[src/rtl/i2c_slave_regs.sv]
// i2c_slave_regs: I2C target exposing a byte-wide register file behind an
// auto-incrementing pointer, with a host-side write port and a write strobe
// reporting every register updated by the bus master.
module i2c_slave_regs #(
   parameter logic [6:0] DEV_ADDR   = 7'h50,
   parameter int         NUM_REGS   = 16,
   parameter int         FILTER_LEN = 3,
   localparam int        PTR_W      = $clog2(NUM_REGS)
) (
   input  logic             clk,
   input  logic             rst,
   input  logic             scl,
   input  logic             sda_i,
   output logic             sda_oe,
   input  logic             host_we,
   input  logic [PTR_W-1:0] host_addr,
   input  logic [7:0]       host_wdata,
   output logic             wr_stb,
   output logic [PTR_W-1:0] wr_addr,
   output logic [7:0]       wr_data,
   output logic             busy
);

   typedef enum logic [3:0] {
      IDLE, ADDR, ADDR_ACK, PTR, PTR_ACK, WDATA, WDATA_ACK, RDATA, RDATA_ACK, WAIT
   } state_t;

   // ---------------------------------------------------------------
   // Bus conditioning
   // ---------------------------------------------------------------
   logic [1:0]            scl_sync_q, sda_sync_q;
   logic [FILTER_LEN-1:0] scl_hist_q, sda_hist_q;
   logic                  fscl_q, fsda_q, fscl_prev_q, fsda_prev_q;

   // Synchronize both lines, keep a short sample history, and only accept a
   // new level once every sample in the history agrees.
   always_ff @(posedge clk) begin
      if (rst) begin
         scl_sync_q  <= '1;
         sda_sync_q  <= '1;
         scl_hist_q  <= '1;
         sda_hist_q  <= '1;
         fscl_q      <= 1'b1;
         fsda_q      <= 1'b1;
         fscl_prev_q <= 1'b1;
         fsda_prev_q <= 1'b1;
      end else begin
         scl_sync_q  <= {scl_sync_q[0], scl};
         sda_sync_q  <= {sda_sync_q[0], sda_i};
         scl_hist_q  <= (scl_hist_q << 1) | FILTER_LEN'(scl_sync_q[1]);
         sda_hist_q  <= (sda_hist_q << 1) | FILTER_LEN'(sda_sync_q[1]);
         if (&scl_hist_q)       fscl_q <= 1'b1;
         else if (~|scl_hist_q) fscl_q <= 1'b0;
         if (&sda_hist_q)       fsda_q <= 1'b1;
         else if (~|sda_hist_q) fsda_q <= 1'b0;
         fscl_prev_q <= fscl_q;
         fsda_prev_q <= fsda_q;
      end
   end

   logic scl_rise, scl_fall, start_det, stop_det;
   assign scl_rise  =  fscl_q & ~fscl_prev_q;
   assign scl_fall  = ~fscl_q &  fscl_prev_q;
   assign start_det =  fscl_q &  fscl_prev_q &  fsda_prev_q & ~fsda_q;
   assign stop_det  =  fscl_q &  fscl_prev_q & ~fsda_prev_q &  fsda_q;

   // ---------------------------------------------------------------
   // Protocol FSM
   // ---------------------------------------------------------------
   state_t           state_q, state_d;
   logic [3:0]       bitcnt_q, bitcnt_d;
   logic [7:0]       shift_q, shift_d;
   logic [PTR_W-1:0] ptr_q, ptr_d;
   logic             sda_oe_q, sda_oe_d;
   logic             busy_q, busy_d;
   logic             rw_q, rw_d;
   logic             i2c_we;
   logic [7:0]       new_byte;
   logic [7:0]       regs_q [NUM_REGS];

   // State register plus the shift/pointer datapath it controls
   always_ff @(posedge clk) begin
      if (rst) begin
         state_q  <= IDLE;
         bitcnt_q <= '0;
         shift_q  <= '0;
         ptr_q    <= '0;
         sda_oe_q <= 1'b0;
         busy_q   <= 1'b0;
         rw_q     <= 1'b0;
      end else begin
         state_q  <= state_d;
         bitcnt_q <= bitcnt_d;
         shift_q  <= shift_d;
         ptr_q    <= ptr_d;
         sda_oe_q <= sda_oe_d;
         busy_q   <= busy_d;
         rw_q     <= rw_d;
      end
   end

   // Next-state decode: bus conditions first, then per-state bit handling.
   // Bits are taken on fscl rise; SDA is only changed on fscl fall.
   always_comb begin
      state_d  = state_q;
      bitcnt_d = bitcnt_q;
      shift_d  = shift_q;
      ptr_d    = ptr_q;
      sda_oe_d = sda_oe_q;
      busy_d   = busy_q;
      rw_d     = rw_q;
      i2c_we   = 1'b0;
      new_byte = {shift_q[6:0], fsda_q};

      if (stop_det) begin
         state_d  = IDLE;
         bitcnt_d = '0;
         sda_oe_d = 1'b0;
         busy_d   = 1'b0;
      end else if (start_det) begin
         state_d  = ADDR;
         bitcnt_d = '0;
         sda_oe_d = 1'b0;
      end else begin
         case (state_q)
            ADDR, PTR, WDATA: begin
               if (scl_rise) begin
                  shift_d  = new_byte;
                  bitcnt_d = bitcnt_q + 4'd1;
                  if (bitcnt_q == 4'd7) begin
                     bitcnt_d = '0;
                     if (state_q == ADDR) begin
                        if (new_byte[7:1] == DEV_ADDR) begin
                           state_d = ADDR_ACK;
                           busy_d  = 1'b1;
                           rw_d    = new_byte[0];
                        end else begin
                           state_d = IDLE;
                           busy_d  = 1'b0;
                        end
                     end else if (state_q == PTR) begin
                        ptr_d   = new_byte[PTR_W-1:0];
                        state_d = PTR_ACK;
                     end else begin
                        i2c_we  = 1'b1;
                        state_d = WDATA_ACK;
                     end
                  end
               end
            end
            // First fall drives the ACK low, the next one ends the ACK slot.
            ADDR_ACK, PTR_ACK, WDATA_ACK: begin
               if (scl_fall) begin
                  if (!sda_oe_q) begin
                     sda_oe_d = 1'b1;
                  end else begin
                     sda_oe_d = 1'b0;
                     bitcnt_d = '0;
                     if (state_q == WDATA_ACK) begin
                        ptr_d   = ptr_q + 1'b1;
                        state_d = WDATA;
                     end else if (state_q == PTR_ACK) begin
                        state_d = WDATA;
                     end else if (rw_q) begin
                        state_d  = RDATA;
                        shift_d  = regs_q[ptr_q];
                        sda_oe_d = ~regs_q[ptr_q][7];
                     end else begin
                        state_d = PTR;
                     end
                  end
               end
            end
            RDATA: begin
               if (scl_rise) begin
                  bitcnt_d = bitcnt_q + 4'd1;
               end else if (scl_fall) begin
                  if (bitcnt_q == 4'd8) begin
                     state_d  = RDATA_ACK;
                     sda_oe_d = 1'b0;
                     bitcnt_d = '0;
                  end else begin
                     shift_d  = {shift_q[6:0], shift_q[7]};
                     sda_oe_d = ~shift_q[6];
                  end
               end
            end
            // bitcnt marks that the master ACKed and another byte is due
            RDATA_ACK: begin
               if (scl_rise) begin
                  ptr_d = ptr_q + 1'b1;
                  if (fsda_q) state_d  = WAIT;
                  else        bitcnt_d = 4'd1;
               end else if (scl_fall && bitcnt_q == 4'd1) begin
                  state_d  = RDATA;
                  bitcnt_d = '0;
                  shift_d  = regs_q[ptr_q];
                  sda_oe_d = ~regs_q[ptr_q][7];
               end
            end
            default: ;
         endcase
      end
   end

   // Register file: a bus write beats a host write to the same index
   always_ff @(posedge clk) begin
      if (rst) begin
         for (int i = 0; i < NUM_REGS; i++) regs_q[i] <= '0;
      end else begin
         for (int i = 0; i < NUM_REGS; i++) begin
            if (i2c_we && ptr_q == PTR_W'(i))
               regs_q[i] <= new_byte;
            else if (host_we && host_addr == PTR_W'(i))
               regs_q[i] <= host_wdata;
         end
      end
   end

   logic             wr_stb_q;
   logic [PTR_W-1:0] wr_addr_q;
   logic [7:0]       wr_data_q;

   // One-clk report of each bus-originated register write
   always_ff @(posedge clk) begin
      if (rst) begin
         wr_stb_q  <= 1'b0;
         wr_addr_q <= '0;
         wr_data_q <= '0;
      end else begin
         wr_stb_q <= i2c_we;
         if (i2c_we) begin
            wr_addr_q <= ptr_q;
            wr_data_q <= new_byte;
         end
      end
   end

   assign sda_oe  = sda_oe_q;
   assign busy    = busy_q;
   assign wr_stb  = wr_stb_q;
   assign wr_addr = wr_addr_q;
   assign wr_data = wr_data_q;

endmodule
[config.mk]
export PLATFORM = sky130hd
export DESIGN_NAME = i2c_slave_regs
export DESIGN_NICKNAME = d
export VERILOG_FILES = /design/src/rtl/i2c_slave_regs.sv
export SDC_FILE = /design/constraint.sdc
export NUM_CORES = 1
export LEC_CHECK = 0
export CORE_MARGIN = 2
export CORE_UTILIZATION = 48
export CTS_BUF_LIST = sky130_fd_sc_hd__clkbuf_16
export CTS_CLUSTER_SIZE = 40
export DETAILED_ROUTE_END_ITERATION = 8
export PLACE_DENSITY = 0.74
export REMOVE_ABC_BUFFERS = 1
export SYNTH_ARGS = -nofsm -noshare
export SYNTH_HDL_FRONTEND = slang
export SYNTH_SLANG_ARGS = --single-unit
[constraint.sdc]
create_clock -name clk -period 3.6 [get_ports clk]
set_input_delay 0.72 -clock clk [delete_from_list [all_inputs] [get_ports clk]]
set_output_delay 0.72 -clock clk [all_outputs]
set_load 0.02 [all_outputs]
==> results by group, run 1 <==
Logic synthesis
  • Sequential area share after synthesis: 0.532
  • Post-synth ARST share: 0
  • FF+latch count, synth: 182
  • Syn. warnings: 0
  • Post-synthesis cell count: 828
  • Mapped Avg Cell Area: 11.2 um2
  • Number of synthesized flops with an enable pin: 128
  • Area share of the largest cell type after synthesis: 0.415
  • Netlist cell types: 62
  • Dominant synthesized flop cell: edfxtp_1
  • Dominant cells by area after synthesis: edfxtp_1 (41%), dfxtp_1 (12%), mux4_2 (8.3%)
  • Leading area contributor after synthesis: edfxtp_1
  • Mapped Area: just over 9000 um2

Global route
  • GRT Util Overall: 0.270
  • Initial antenna violation count: 0
  • First-pass GRT wire length: between 40 and 50 mm
  • Vias in the first global route: 6795
  • Grt ovf: 0
  • Largest net degree at the start of global routing: 35

Clocking
  • # H-tree levels: 4
  • TritonCTS clock tree: done
  • Hold buffers post-CTS: 0
  • CTS Sinks: 182
  • Clock Tree Buf Depth: 2
  • Clk_lat worst skew: roughly 0.44 ns
  • Total CTS buffers: 17
  • Post-CTS setup buffers: 0
  • Cts repair resizes: 0
  • Reg clk slew, reported paths: 0.07 ns
  • Root buf cell: clkbuf_16

Timing
  • RSZ-0062 raised after global routing: no
  • Fmax: approximately 350 MHz
  • Worst Tran Pin Value: between 1 and 1.5 ns
  • Min Tclk post-route: 2.86 ns
  • Min Hold Slack: between 0.4 and 0.5 ns
  • Final Hold Viols: 0
  • Relative slew slack: 0.259
  • Fin crit share: 0.795
  • Layout Skew: 0.00970 ns
  • Final setup fails: 0
  • Setup TNS Final: 0 ns
  • Slew Limit Fails: 0
  • Final WS setup: about 0.74 ns

Critical path
  • Kind of critical path: reg2reg
  • Element type at the critical path start: register
  • Flop-to-flop setup slack: 0.74 ns
  • Worst EP arrival: 2.92 ns
  • Worst Reg2Reg Path Length in Cells: 4
  • Worst reg2reg path startpoint: state_q[2]$_SDFFE_PP0P_
  • Critical path peak fanout: 19
  • Endpoint class of the critical path: register
  • Worst R2R End: regs_q[7][6]$_SDFFCE_PN0P_
  • Critical Path RT: about 3.7 ns

Power
  • PwrDens: 416 nW/um2
  • Clock power frac: 0.404
  • Design Power: 4340 uW
  • Sw frac: 0.233
  • P_int: around 3300 uW
  • Lkg Pwr: ~0.0035 uW
  • Logic pwr share: 0.054
  • Switching power: ~1000 uW
  • Maximum vdd ir drop: 0.000303 V
  • Sequential share of power: 0.543

Min path
  • Hold EP: sda_sync_q[1]$_SDFF_PP1_
  • Hold path start: sda_sync_q[0]$_SDFF_PP1_
  • Worst min path class: reg2reg
  • Worst Hold Depth: 1

Run status
  • Outcome: complete, no violations

Cells and area
  • Most frequent cells in the layout: edfxtp_1 (128), nand2_1 (107), a22o_1 (71), o21ai_0 (70), dfxtp_1 (53)
  • Diode count: 0
  • # nets final: between 800 and 900
  • Layout cells sized above 1: 0.151
  • Most common cell after layout, fill and taps aside: edfxtp_1
  • Area Growth Syn to Fin: 12.8%
  • Design Area, Final: 10400 um2

Routing
  • DR WL/cell: 23.9 um
  • Starting DRT DRC Count: roughly 1000
  • Vias: 7246
  • DR DRC count: 0
  • DRT antenna net count: 0
  • Drt pass-1 iters: 5
  • DRT Wirelength: roughly 27 mm
  • Via-per-instance ratio: 6.52

Place
  • Placed cell areas: 9900 um2
  • Pre-CTS setup slack: slightly above 0.6 ns
  • I/O Buffers: 31
  • Hpwl dp: about 18 mm
  • Final Wtd Congestion: 0.922

Floorplanning
  • DIE AREA: a little over 20000 um2
  • Chip width: about 140 um
  • I/O Pins: 32
  • Initial Util: 0.492
  • Die H: approximately 140 um
  • Num rows: 50
  • Core ar.: 18800 um2

Flow run
  • Max Cap Viol: 0
synthesized netlist by cell type (15+ instances only):
cell type and instances:
a21oi_1 32, a22o_1 71, clkbuf_1 62, dfxtp_1 54, edfxtp_1 128, inv_1 15
mux2i_1 20, mux4_2 34, nand2_1 107, nand3_1 23, nor2_1 48, o21ai_0 70
layout make-up:
cell class	instances	area, um2
Fill cell	1557	8380
Sequential cell	182	4930
Multi-Input combinational cell	551	3980
Timing Repair Buffer	72	613
Clock buffer	18	450
Tap cell	260	325
Clock inverter	14	96.3
Inverter	15	56.3
power by group through the flow:
stage	sequential (uW)	clock, uW	combinational (uW)
final	2360	1750	233
after global routing	2360	1840	245
after CTS	2350	1750	227
after detailed placement	2400	0	226
after global placement	2400	0	223
after floorplan	2380	0	114
routing by layer:
layer  track usage  routed length (um)
met4         0.117                1050
met1         0.384               10700
met2         0.403               11900
met5             0                   0
met3        0.0557                2980
cell families (layout without fill, tap and decap cells):
family	Yosys count	after routing	share of synthesized area
and+or+nand+nor	250	250	0.129
adders and majority gates	10	10	0.0135
muxes	57	57	0.108
DFF	182	182	0.532
AOI/OAI and AO/OA	233	233	0.177
buffers and inverters	95	119	0.0402
xor gates and xnor gates	1	1	0.000945
flip-flops by register name (all words and copies together) (netlist names), named ones only:
| register | count |
|---|---|
| bitcnt_q | 4 |
| busy | 1 |
| fscl_prev_q | 1 |
| fscl_q | 1 |
| fsda_prev_q | 1 |
| fsda_q | 1 |
| ptr_q | 4 |
| regs_q | 128 |
| rw_q | 1 |
| scl_hist_q | 3 |
| scl_sync_q | 2 |
| sda_hist_q | 3 |
| sda_oe | 1 |
| sda_sync_q | 2 |
| shift_q | 8 |
| state_q | 4 |
| wr_addr | 4 |
| wr_data | 8 |
| wr_stb | 1 |
worst max path at each step:
stage / startpoint / endpoint / slack (ns) / depth (start not counted)
after global placement: host_addr[1] / regs_q[14][4]$_SDFFCE_PP0P_ / 0.72 / 5
final: state_q[2]$_SDFFE_PP0P_ / regs_q[7][6]$_SDFFCE_PN0P_ / 0.74 / 4
after global routing: state_q[2]$_SDFFE_PP0P_ / regs_q[7][2]$_SDFFCE_PN0P_ / 0.67 / 4
after detailed placement: host_addr[1] / regs_q[14][4]$_SDFFCE_PP0P_ / 0.62 / 5
after floorplan: fscl_q$_SDFFE_PP1N_ / regs_q[8][0]$_SDFFCE_PN0P_ / -0.25 / 6
after CTS: state_q[2]$_SDFFE_PP0P_ / regs_q[7][6]$_SDFFCE_PN0P_ / 0.80 / 4
worst max-delay path: stages, from the launching register on:
cell and delay (ns):
dfxtp_1 0.71, nand4b_1 0.26, a211oi_4 0.40, nand3b_1 0.19, o211ai_1 0.91
through the flow:
step | instances | util
after floorplan | 748 | -
after global placement | 1080 | 0.526
after detailed placement | 1080 | 0.526
after CTS | 1112 | 0.555
after global routing | 1112 | 0.555
final | 1112 | 0.555
Note: power is estimated with default switching activity, not from simulation.
==> run 2, diff against run 1 <==
==> constraint.sdc (replaced) <==
create_clock -name clk -period 2.8 [get_ports clk]
set_input_delay 0.56 -clock clk [delete_from_list [all_inputs] [get_ports clk]]
set_output_delay 0.56 -clock clk [all_outputs]
set_load 0.02 [all_outputs]
==> run 2 against run 1 <==
Compared with the run above: sequential power increased by 28%; count of clock-buffer cells in the layout increased by 1; cell area increased by 1.5%; cell count increased by 1.3%; clock power increased by 33%.
==> results by group, run 2 (synthesis gave the netlist of run 1 again) <==
Run status
  • Outcome: complete, no violations

Place
  • Placed cell areas: 10000 um2
  • I/O Buffers: 31
  • Hpwl dp: 17.4 mm
  • Pre-CTS setup slack: 0.247 ns
  • Final Wtd Congestion: 0.977

Critical path
  • Endpoint class of the critical path: register
  • Worst EP arrival: between 2 and 3 ns
  • Critical Path RT: 2.88 ns
  • CP bufs+invs: 0
  • Max incr delay on CP: 0.70 ns
  • Worst Reg2Reg Path Length in Cells: 5
  • Element type at the critical path start: register
  • Critical path peak fanout: 19
  • Cell family contributing the most delay on the critical path: simple AND/OR/NAND/NOR gates
  • Crit-path cells: nand4b_1 -> a211oi_4 -> and3b_1 -> nand2_1 -> nand3_1
  • Worst R2R End: regs_q[6][6]$_SDFFCE_PN0P_
  • Slowest CP cell: dfxtp_1
  • Kind of critical path: reg2reg
  • Flop-to-flop setup slack: 0.20 ns
  • Worst reg2reg path startpoint: state_q[2]$_SDFFE_PP0P_

Floorplanning
  • Num rows: 50
  • Chip width: 143 um
  • I/O Pins: 32
  • DIE AREA: 20400 um2
  • Core ar.: 18800 um2
  • Die H: around 140 um
  • Initial Util: 0.492

Clocking
  • Clock Tree Buf Depth: 2
  • Hold buffers post-CTS: 0
  • Post-CTS setup buffers: 0
  • Reg clk slew, reported paths: 0.07 ns
  • Total CTS buffers: 17
  • Root buf cell: clkbuf_16
  • TritonCTS clock tree: done
  • Cts repair resizes: 0
  • CTS Sinks: 182
  • # H-tree levels: 4
  • Clk_lat worst skew: 0.44 ns

Routing
  • WL met2: between 10 and 15 mm
  • Drt pass-1 iters: 5
  • DR DRC count: 0
  • Highest Signal Layer: met5
  • DRT antenna net count: 0
  • Met1 wire length: ~10 mm
  • Via-per-instance ratio: 6.35
  • Starting DRT DRC Count: ~900
  • Vias: 7156
  • DRT Wirelength: 25.8 mm
  • Met3 WL: 2.49 mm
  • DR WL/cell: 22.9 um

Timing
  • Final setup fails: 0
  • RSZ-0062 raised after global routing: no
  • Fmax: 385 MHz
  • Worst Tran Pin Value: 0.905 ns
  • Final WS setup: 0.205 ns
  • Final Hold Viols: 0
  • Setup TNS Final: 0 ns
  • Min Tclk post-route: about 2.6 ns
  • Fin crit share: 0.927
  • Layout Skew: about 0.0096 ns
  • Slew Limit Fails: 0
  • Relative slew slack: 0.395

Cells and area
  • Diode count: 0
  • Final cell utilization of the core: 0.563
  • Most common cell after layout, fill and taps aside: edfxtp_1
  • Largest register FFs: between 100 and 150
  • Biggest register: regs_q
  • # nets final: 881
  • Area Growth Syn to Fin: 14.4%
  • Layout cells sized above 1: 0.165
  • Design Area, Final: 10600 um2
  • Most frequent cells in the layout: edfxtp_1 (128), nand2_1 (107), a22o_1 (71), o21ai_0 (70), buf_4 (54)

Min path
  • Hold EP: sda_sync_q[1]$_SDFF_PP1_
  • Worst Hold Depth: 1
  • Hold path start: sda_sync_q[0]$_SDFF_PP1_
  • Worst min path class: reg2reg

Power
  • PwrDens: between 500 and 600 nW/um2
  • Maximum vdd ir drop: 0.000408 V
  • Lkg Pwr: 0.00358 uW

Global route
  • Vias in the first global route: 6910
  • GRT Util Overall: 0.265
  • First-pass GRT wire length: around 40 mm
  • Largest net degree at the start of global routing: 34
  • Initial antenna violation count: 1
  • Grt ovf: 0

Flow run
  • Max Cap Viol: 0
-- run 2: worst max-delay path by stage --
stage / end / slack (ns) / cells after the start / from
2_1_floorplan: regs_q[8][0]$_SDFFCE_PN0P_ / -1.05 / 6 / fscl_q$_SDFFE_PP1N_
3_5_place_dp: regs_q[1][0]$_SDFFCE_PN0P_ / 0.25 / 5 / host_addr[3]
4_1_cts: bitcnt_q[2]$_SDFFE_PP0P_ / 0.25 / 5 / state_q[2]$_SDFFE_PP0P_
3_3_place_gp: regs_q[2][0]$_SDFFCE_PN0P_ / 0.25 / 5 / host_addr[3]
6_report: regs_q[6][6]$_SDFFCE_PN0P_ / 0.20 / 5 / state_q[2]$_SDFFE_PP0P_
5_1_grt: regs_q[6][6]$_SDFFCE_PN0P_ / 0.007 / 5 / state_q[2]$_SDFFE_PP0P_
-- run 2: final cells by class --
class                      count  area (um2)
fill                        1543        8230
sequential                   182        4930
multi-input combinational    551        3980
timing repair buffer          87         751
clock buffer                  19         475
tap                          260         325
clock inverter                13        90.1
inverter                      15        56.3
-- run 2: routing by layer --
| metal | vias up | GRT usage |
|---|---|---|
| met2 | 436 | 0.424 |
| met5 | - | 0 |
| met1 | 3449 | 0.342 |
| met4 | 2 | 0.128 |
| met3 | 72 | 0.0620 |
| li1 | 3197 | - |
-- run 2: where the power goes --
part	total, uW	switching (uW)	internal [uW]
combinational	319	201	118
sequential	3030	43.4	2980
clock	2320	1070	1250
total	5660	1310	4350
-- run 2: stage by stage --
stage	power (uW)	cells	hold WS [ns]
finish	5660	1127	0.413
global placement	3380	1095	0.391
floorplan	3210	748	0.389
global route	5800	1127	0.419
detailed placement	3390	1095	0.398
CTS	5660	1127	0.417
==> run 3, diff against run 2 <==
--- a/config.mk
+++ b/config.mk
@@ -5,12 +5,14 @@
 export SDC_FILE = /design/constraint.sdc
 export NUM_CORES = 1
 export LEC_CHECK = 0
-export CORE_MARGIN = 2
-export CORE_UTILIZATION = 48
+export ABC_CLOCK_PERIOD_IN_PS = 2800
+export CELL_PAD_IN_SITES_DETAIL_PLACEMENT = 1
+export CELL_PAD_IN_SITES_GLOBAL_PLACEMENT = 2
+export CORE_UTILIZATION = 42
 export CTS_BUF_LIST = sky130_fd_sc_hd__clkbuf_16
 export CTS_CLUSTER_SIZE = 40
 export DETAILED_ROUTE_END_ITERATION = 8
-export PLACE_DENSITY = 0.74
+export PLACE_DENSITY = 0.89
 export REMOVE_ABC_BUFFERS = 1
 export SYNTH_ARGS = -nofsm -noshare
 export SYNTH_HDL_FRONTEND = slang
==> run 3 against run 2 <==
Compared with the run above: count of clock-buffer cells in the layout decreased by 2; sequential power hardly changed; total power rose by 1.1%; sequential share of layout area about the same; non-clock buffer count is 1 lower; utilization is 6.6 points lower; cell area increased by 0.12%; sequential cell count unchanged; register-to-register slack worse by 0.13 ns; clock skew is 0.00083 ns higher; worst hold slack gained 0.0019 ns; critical path type unchanged.
==> results by group, run 3 (synthesis gave the netlist of run 1 again) <==
Cells and area
  • Most common cell after layout, fill and taps aside: edfxtp_1
  • Most frequent cells in the layout: edfxtp_1 (128), nand2_1 (107), a22o_1 (71), o21ai_0 (70), buf_4 (53)
  • Biggest register: regs_q
  • Filler cell count: 2276
  • Design Area, Final: around 11000 um2
  • Final cell utilization of the core: 0.497
  • Area Growth Syn to Fin: 14.6%
  • Largest register FFs: 128
  • Diode count: 0
  • Layout cells sized above 1: 0.164
  • # nets final: 880

Timing
  • Final Hold Viols: 0
  • Fin crit share: 0.973
  • RSZ-0062 raised after global routing: no
  • Fmax: around 370 MHz
  • Final setup fails: 0
  • Final WS setup: 0.0743 ns
  • Min Tclk post-route: between 2 and 3 ns
  • Relative slew slack: 0.326
  • Worst Tran Pin Value: between 1 and 1.5 ns
  • Slew Limit Fails: 0
  • Layout Skew: 0.0105 ns
  • Min Hold Slack: ~0.41 ns

Power
  • Lkg Pwr: 0.00357 uW
  • Maximum vdd ir drop: 0.000453 V
  • PwrDens: 540 nW/um2

Routing
  • Vias: ~7400
  • Starting DRT DRC Count: 828
  • DR WL/cell: around 27 um
  • Via-per-instance ratio: 6.46
  • DRT antenna net count: 0
  • DR DRC count: 0
  • DRT Wirelength: 30.3 mm
  • Drt pass-1 iters: 5

Floorplanning
  • DIE AREA: 22700 um2
  • Core ar.: 21400 um2
  • Num rows: 53
  • Chip width: 151 um
  • Initial Util: 0.434
  • Die H: 151 um
  • I/O Pins: 32

Min path
  • Hold EP: scl_sync_q[1]$_SDFF_PP1_
  • Worst min path class: reg2reg
  • Worst Hold Depth: 1
  • Hold path start: scl_sync_q[0]$_SDFF_PP1_

Clocking
  • Root buf cell: clkbuf_16
  • Reg clk slew, reported paths: ~0.07 ns
  • # H-tree levels: 4
  • Clk_lat worst skew: 0.44 ns
  • TritonCTS clock tree: done
  • Clock Tree Buf Depth: 2
  • CTS Sinks: 182
  • Total CTS buffers: 17

Critical path
  • Endpoint class of the critical path: register
  • Slowest CP cell: dfxtp_1
  • Worst EP arrival: 2.90 ns
  • Cell family contributing the most delay on the critical path: compound AO/OA/AOI/OAI gates
  • Flop-to-flop setup slack: about 0.074 ns
  • Critical Path RT: 2.98 ns
  • Crit-path cells: nand4b_1 -> a211oi_4 -> buf_4 -> and3b_1 -> a21oi_1 -> a22o_1
  • Critical path peak fanout: 14
  • Worst Reg2Reg Path Length in Cells: 6
  • CP bufs+invs: 1
  • Max incr delay on CP: between 0.6 and 0.7 ns
  • Kind of critical path: reg2reg
  • Element type at the critical path start: register
  • Worst R2R End: regs_q[6][6]$_SDFFCE_PN0P_
  • Worst reg2reg path startpoint: state_q[2]$_SDFFE_PP0P_

Flow run
  • Max Cap Viol: 0

Global route
  • First-pass GRT wire length: 46.2 mm
  • Initial antenna violation count: 0
  • Grt ovf: 0
  • GRT Util Overall: 0.282
  • Vias in the first global route: between 7000 and 8000
  • Largest net degree at the start of global routing: 34

Place
  • Placed cell areas: around 10000 um2
  • Hpwl dp: 20.6 mm
  • Pre-CTS setup slack: -0.154 ns
  • I/O Buffers: 31
  • Final Wtd Congestion: 0.961

Run status
  • Outcome: complete, no violations
run 3: cell type report:
class | instances | area [um2] | share of cell area
inverters | 15 | 56.3 | 0.00530
multi-input cells | 551 | 3980 | 0.375
clock inverters | 14 | 136 | 0.0128
flip-flops and latches | 182 | 4930 | 0.464
clock buffers | 17 | 425 | 0.0401
repair buffers | 86 | 743 | 0.0700
well taps | 275 | 344 | 0.0324
run 3: where the power goes:
group / internal, uW / total, uW / switching, uW
clock: 1300 / 2370 / 1070
combinational: 120 / 329 / 209
sequential: 2980 / 3030 / 44.4
run 3: worst max path at each step:
| stage | cells past startpoint | slack (ns) | endpoint | startpoint |
|---|---|---|---|---|
| global placement | 7 | -0.04 | regs_q[3][4]$_SDFFCE_PN0P_ | host_we |
| detailed placement | 6 | -0.15 | regs_q[7][4]$_SDFFCE_PN0P_ | host_addr[3] |
| CTS | 5 | 0.1 | regs_q[7][4]$_SDFFCE_PN0P_ | state_q[0]$_SDFFE_PP0P_ |
| floorplan | 6 | -1.05 | regs_q[8][0]$_SDFFCE_PN0P_ | fscl_q$_SDFFE_PP1N_ |
| finish | 6 | 0.07 | regs_q[6][6]$_SDFFCE_PN0P_ | state_q[2]$_SDFFE_PP0P_ |
| global route | 7 | 0.004 | regs_q[6][6]$_SDFFCE_PN0P_ | bitcnt_q[0]$_SDFFE_PP0P_ |
run 3: through the flow:
step,TNS (ns),total power [uW],std cells
3_3_place_gp,-0.312,3390,1107
2_1_floorplan,-222.27,3210,748
5_1_grt,0,5860,1140
4_1_cts,0,5730,1138
3_5_place_dp,-1.84,3410,1107
6_report,0,5730,1140
run 3: what timing repair did:
item                                    4_1_cts  5_1_grt
endpoints found under the setup margin        0       31
gates resized for setup                       0        2
hold buffers                                  0        0
buffers inserted                              0        2
run 3: worst register-to-register path, delay by kind of cell, from the launching register on:
kind                   cells  cell delay [ns]
flip-flops                 1             0.62
AO/OA/AOI/OAI              3             1.00
AND/OR/NAND/NOR            2             0.66
buffers and inverters      1             0.19
run 3: per-layer routing:
metal,vias to the layer above,global-route usage,share of wire
li1,3188,-,-
met1,3708,0.375,0.40
met2,402,0.452,0.48
met3,61,0.0455,0.086
met4,0,0.130,0.038
met5,-,0,0
